File: src/rtl/carrier_pkg.sv
// Shared definitions for the carrier burst generator: FSM state encoding and
// default counter widths.
package carrier_pkg;

  localparam int CARRIER_WIDTH_DEF       = 8;
  localparam int CARRIER_BURST_WIDTH_DEF = 16;

  typedef enum logic [1:0] {
    ST_IDLE = 2'd0,
    ST_HIGH = 2'd1,
    ST_LOW  = 2'd2
  } carrier_state_e;

endpackage

File: src/rtl/carrier_burst_generator.sv
// Programmable carrier generator: emits bursts of high/low periods with
// shadow-buffered counts that only take effect at period boundaries.
module carrier_burst_generator
  import carrier_pkg::*;
#(
  parameter int WIDTH       = CARRIER_WIDTH_DEF,
  parameter int BURST_WIDTH = CARRIER_BURST_WIDTH_DEF
) (
  input  logic                   clock_in,
  input  logic                   reset_n_in,
  input  logic                   enable_in,
  input  logic                   forced_in,
  input  logic [WIDTH-1:0]       high_count_in,
  input  logic [WIDTH-1:0]       low_count_in,
  input  logic [BURST_WIDTH-1:0] burst_count_in,
  input  logic                   load_in,
  input  logic                   start_in,
  output logic                   busy_out,
  output logic                   done_out,
  output logic                   ctc_out
);

  carrier_state_e         state_q, state_d;
  logic [WIDTH-1:0]       phase_q, phase_d;
  logic [BURST_WIDTH-1:0] period_q, period_d;
  logic [WIDTH-1:0]       act_high_q, act_high_d, act_low_q, act_low_d;
  logic [BURST_WIDTH-1:0] act_burst_q, act_burst_d;
  logic [WIDTH-1:0]       sh_high_q, sh_high_d, sh_low_q, sh_low_d;
  logic [BURST_WIDTH-1:0] sh_burst_q, sh_burst_d;
  logic                   pending_q, pending_d;
  logic                   done_q, done_d;
  logic [BURST_WIDTH:0]   period_inc;

  // One bit wider so a saturated period counter can never alias a burst length.
  assign period_inc = {1'b0, period_q} + {{BURST_WIDTH{1'b0}}, 1'b1};

  always_comb begin
    state_d     = state_q;
    phase_d     = phase_q;
    period_d    = period_q;
    act_high_d  = act_high_q;
    act_low_d   = act_low_q;
    act_burst_d = act_burst_q;
    sh_high_d   = sh_high_q;
    sh_low_d    = sh_low_q;
    sh_burst_d  = sh_burst_q;
    pending_d   = pending_q;
    done_d      = 1'b0;

    case (state_q)
      ST_IDLE: begin
        if (start_in && enable_in) begin
          state_d     = ST_HIGH;
          act_high_d  = sh_high_q;
          act_low_d   = sh_low_q;
          act_burst_d = sh_burst_q;
          pending_d   = 1'b0;
          phase_d     = '0;
          period_d    = '0;
        end
      end
      ST_HIGH: begin
        if (!enable_in) begin
          state_d = ST_IDLE;
        end else if (phase_q == act_high_q) begin
          state_d = ST_LOW;
          phase_d = '0;
        end else begin
          phase_d = phase_q + WIDTH'(1);
        end
      end
      ST_LOW: begin
        if (!enable_in) begin
          state_d = ST_IDLE;
        end else if (phase_q == act_low_q) begin
          if (act_burst_q != '0 && period_inc == {1'b0, act_burst_q}) begin
            state_d = ST_IDLE;
            done_d  = 1'b1;
          end else begin
            state_d = ST_HIGH;
            phase_d = '0;
            if (period_q != '1) period_d = period_inc[BURST_WIDTH-1:0];
            // New counts only take effect here so the carrier never glitches.
            if (pending_q) begin
              act_high_d  = sh_high_q;
              act_low_d   = sh_low_q;
              act_burst_d = sh_burst_q;
              pending_d   = 1'b0;
            end
          end
        end else begin
          phase_d = phase_q + WIDTH'(1);
        end
      end
      default: state_d = ST_IDLE;
    endcase

    if (load_in) begin
      sh_high_d  = high_count_in;
      sh_low_d   = low_count_in;
      sh_burst_d = burst_count_in;
      pending_d  = 1'b1;
    end
  end

  always_ff @(posedge clock_in or negedge reset_n_in) begin
    if (!reset_n_in) begin
      state_q     <= ST_IDLE;
      phase_q     <= '0;
      period_q    <= '0;
      act_high_q  <= '0;
      act_low_q   <= '0;
      act_burst_q <= '0;
      sh_high_q   <= '0;
      sh_low_q    <= '0;
      sh_burst_q  <= '0;
      pending_q   <= 1'b0;
      done_q      <= 1'b0;
    end else begin
      state_q     <= state_d;
      phase_q     <= phase_d;
      period_q    <= period_d;
      act_high_q  <= act_high_d;
      act_low_q   <= act_low_d;
      act_burst_q <= act_burst_d;
      sh_high_q   <= sh_high_d;
      sh_low_q    <= sh_low_d;
      sh_burst_q  <= sh_burst_d;
      pending_q   <= pending_d;
      done_q      <= done_d;
    end
  end

  assign busy_out = (state_q != ST_IDLE);
  assign done_out = done_q;
  // Dropping enable hands the output to forced_in before the state catches up.
  assign ctc_out  = (state_q == ST_IDLE || !enable_in) ? forced_in : (state_q == ST_HIGH);

endmodule

File: config.mk
export PLATFORM = sky130hd
export DESIGN_NAME = carrier_burst_generator
export DESIGN_NICKNAME = d
export VERILOG_FILES = /design/src/rtl/carrier_pkg.sv /design/src/rtl/carrier_burst_generator.sv
export SDC_FILE = /design/constraint.sdc
export NUM_CORES = 1
export LEC_CHECK = 0
export BUFFER_PORTS_ARGS = -buffer_cell sky130_fd_sc_hd__clkbuf_2
export CAP_MARGIN = 20
export CORE_UTILIZATION = 30
export CTS_BUF_LIST = sky130_fd_sc_hd__clkbuf_2 sky130_fd_sc_hd__clkbuf_4 sky130_fd_sc_hd__clkbuf_8
export DETAILED_ROUTE_END_ITERATION = 10
export GPL_TIMING_DRIVEN = 0
export PLACE_DENSITY = 0.58
export SYNTH_ARGS = -nofsm -noshare
export SYNTH_HDL_FRONTEND = slang
export SYNTH_SLANG_ARGS = --single-unit
File: constraint.sdc
create_clock -name clock_in -period 3.4 [get_ports clock_in]
set_input_delay 0.51 -clock clock_in [delete_from_list [all_inputs] [get_ports clock_in]]
set_output_delay 0.51 -clock clock_in [all_outputs]
set_load 0.1 [all_outputs]
==> key figures <==
Outcome
  • Run status: finished, final reports clean

Place
  • Setup WS pre-CTS: 0.2240 ns
  • Gpl congestion: 0.8462
  • IO Port Bufs: 39
  • Hpwl dp: 8557 µm
  • DP Cell Count: 724

Final layout
  • Most common library cell in the layout ignoring fill and taps: dfrtp_1
  • Multi-input logic area: 2655 µm²
  • Filler cells: 1704
  • Antenna Cells: 0
  • Post-layout nets: 559
  • Post-Route Utilization: 0.3545
  • Final std cells w/o fill: 740
  • FF+latch area: 2302 µm²
  • Share of cells above drive strength 1: 0.3173
  • Synthesis-to-layout area growth: 14.08%
  • Most frequent cells in the layout: dfrtp_1 (92), clkbuf_2 (40), nand2_1 (34), mux2_2 (34), mux2_4 (30)

Logic synthesis
  • Syn nets: 508
  • Synth async-reset ratio: 1.000
  • Netlist cell types: 62
  • Post-synth EDFFs: 0
  • Primary FF master, synth: dfrtp_1
  • Sequential area share after synthesis: 0.4421
  • Ranking of synthesized cells by area: dfrtp_1 (44%), mux2_4 (8.6%), mux2_2 (7.4%), xnor2_1 (3.0%), xor2_1 (3.0%)
  • Post-synth top area share: 0.4421
  • YS warnings: 0
  • Synthesized area: 5207 µm²
  • Cell count after synthesis: 464
  • Cell taking the most area after synthesis: dfrtp_1
  • Synthesized area per cell: 11.22 µm²
  • FF+latch count, synth: 92

Drt
  • WL/cell: 15.73 µm
  • Vias/cell: 5.076
  • DRT Pass-1 Iters: 4
  • Antenna-violating nets left: 0
  • Via count: 3756
  • Initial DRC count: 236
  • Final WL: 11640 µm
  • Drc violations: 0

Setup path
  • CP peak stage delay: 0.51 ns
  • Slowest cell on crit path: dfrtp_1
  • Worst reg2reg setup slack: 0.24 ns
  • Reg-to-reg endpoint: phase_q[7]$_DFFE_PN0P_
  • Worst setup SP type: flop
  • Critical path class: flop to flop
  • R2R cell count: 10
  • Crit Path Max Fanout: 10
  • Most used cell, CP: buf_6
  • Worst endpoint data arrival time: 3.40 ns
  • WP data required: 3.64 ns
  • Worst r2r src: period_q[1]$_DFFE_PN0P_
  • Crit end category: flop
  • Crit path cell chain: ha_1 -> buf_2 -> inv_1 -> o41a_1 -> or4_1 -> buf_6 -> nor3_4 -> or3_1 -> buf_6 -> o31ai_2

STA
  • Worst slew pin tran: 0.7212 ns
  • Max Clk Rate: 316.7 MHz
  • Final Setup Violations: 0
  • Slack of the critical path: 0.2423 ns
  • Slew HR: 0.5163
  • Final period util: 0.9287
  • Skew final: 0.01881 ns
  • Tmin final: 3.158 ns
  • Final Max Slew Viols: 0
  • Hold Violations, Final: 0
  • Setup TNS: 0 ns
  • RSZ-0062 raised after global routing: no

Clock network
  • CTS max path bufs: 2
  • Clk pin slew, worst setup/hold paths: 0.11 ns
  • CTS tree: yes
  • Root Driver: clkbuf_8
  • Sink Count: 92
  • TritonCTS buffer count: 9
  • Hold-fix buffers at CTS: 0
  • Clock latency on the worst-skew pair: 0.38 ns
  • H-tree depth: 3
  • Post-CTS Setup Inserts: 0

Power
  • LEAKAGE: 2.594 nW
  • Power Density: 776.2 nW/µm²
  • Sequential cell fraction of total power: 0.383
  • Net load switching power: 1.789 mW
  • Combinational share of power: 0.433
  • Design Power: 4.611 mW
  • Net Sw Frac: 0.3880
  • P_int: 2.822 mW
  • Peak VDD IR: 0.0004265 V
  • Clock Power Share: 0.184

Floorplan
  • Core Box Area: 16760 µm²
  • Die area: 17890 µm²
  • # rows: 47
  • Chip height: 133.8 µm
  • Starting density of the core: 0.3107
  • Io pins: 41
  • Die W: 133.8 µm

Global route
  • Grt total ovfl: 0
  • Total Routing Usage GR: 0.1385
  • Largest net degree at the start of global routing: 52
  • Initial antenna violation count: 0
  • First-pass GRT wire length: 19520 µm
  • Vias in the first global route: 3824

Worst hold path
  • HP Class: primary input to asynchronous set/reset pin

Flow run
  • Max-cap viol count: 0
[synthesized netlist by cell type, types with 3 or more instances]
cell type and number:
dfrtp_1 92, mux2_2 34, nand2_1 34, mux2_4 30, nand3_1 27, xnor2_1 18, xor2_1 18, nor4_1 15
nor2_1 14, o21ai_0 14, nand4_1 13, clkbuf_1 12, and3_1 9, buf_6 9, inv_1 9, or4_1 9
a21oi_1 7, buf_2 7, ha_1 6, o31ai_1 6, or3_1 6, nand2b_1 5, o211ai_1 5, buf_4 4
o21ai_2 4, o31ai_2 4, and2_1 3, and4_1 3, mux2i_1 3
[metal layers]
metal | wire, µm | GRT usage | vias to the layer above
met5 | 0 | 0 | -
met4 | 251 | 0.06629 | 0
met3 | 508 | 0.02131 | 15
met2 | 5327 | 0.2193 | 99
met1 | 5556 | 0.1842 | 1846
li1 | - | - | 1796
[cells by family (layout without fill, tap and decap cells)]
group	after synthesis	after routing	share of synthesized area
DFF	92	92	0.4421
AOI/OAI and AO/OA	62	62	0.09010
xor gates and xnor gates	36	36	0.06055
adders and majority gates	6	6	0.01442
muxes	67	67	0.1658
and+or+nand+nor	159	159	0.1790
buffers and inverters	42	98	0.04805
[power by group through the flow]
stage               Combinational, mW  Sequential, mW  Clock, mW
floorplan                        1.62            1.68          0
finish                           1.99            1.77      0.849
global route                     2.18            1.82      0.917
detailed placement               1.98            1.79          0
global placement                 1.93            1.78          0
CTS                              1.99            1.77      0.874
[layout make-up]
| cell class | count | area share |
|---|---|---|
| Multi-Input combinational cell | 330 | 0.4469 |
| Sequential cell | 92 | 0.3875 |
| Tap cell | 220 | 0.04634 |
| Timing Repair Buffer | 40 | 0.03791 |
| Buffer | 33 | 0.03665 |
| Clock buffer | 10 | 0.02317 |
| Clock inverter | 6 | 0.01580 |
| Inverter | 9 | 0.005687 |
[how the worst max path moves through the flow]
| stage | startpoint | depth (start not counted) | endpoint | slack [ns] |
|---|---|---|---|---|
| 3_5_place_dp | period_q[1]$_DFFE_PN0P_ | 11 | period_q[9]$_DFFE_PN0P_ | 0.22 |
| 2_1_floorplan | period_q[2]$_DFFE_PN0P_ | 12 | phase_q[6]$_DFFE_PN0P_ | 0.69 |
| 3_3_place_gp | act_burst_q[9]$_DFFE_PN0P_ | 10 | act_burst_q[1]$_DFFE_PN0P_ | 0.28 |
| 6_report | period_q[1]$_DFFE_PN0P_ | 10 | phase_q[7]$_DFFE_PN0P_ | 0.24 |
| 4_1_cts | period_q[1]$_DFFE_PN0P_ | 11 | period_q[9]$_DFFE_PN0P_ | 0.21 |
| 5_1_grt | period_q[1]$_DFFE_PN0P_ | 11 | period_q[9]$_DFFE_PN0P_ | 0.02 |
[stage by stage]
stage	area [µm²]	hold WS (ns)
global placement	5678	0.4868
global route	5941	0.2107
floorplan	5207	0.2144
CTS	5939	0.1754
detailed placement	5708	0.4919
finish	5941	0.1612
[worst max-delay path, delay by kind of cell, from the launching register on]
kind,cells,cell delay [ns]
AOI/OAI and AO/OA,2,0.55
adders and majority gates,1,0.19
buffers and inverters,4,0.67
DFF,1,0.51
and+or+nand+nor,3,1.09
[state kept, by name, summed over array words and instances (netlist names)]
register / flops
act_burst_q: 16
period_q: 16
sh_burst_q: 16
act_high_q: 8
act_low_q: 8
phase_q: 8
sh_high_q: 8
sh_low_q: 8
state_q: 2
done_out: 1
pending_q: 1
[repair_timing]
action                                  CTS  global route
hold endpoints to repair                  0             0
endpoints found under the setup margin    0             6
resized for setup                         0             2
Note: power is estimated with default switching activity, not from simulation.
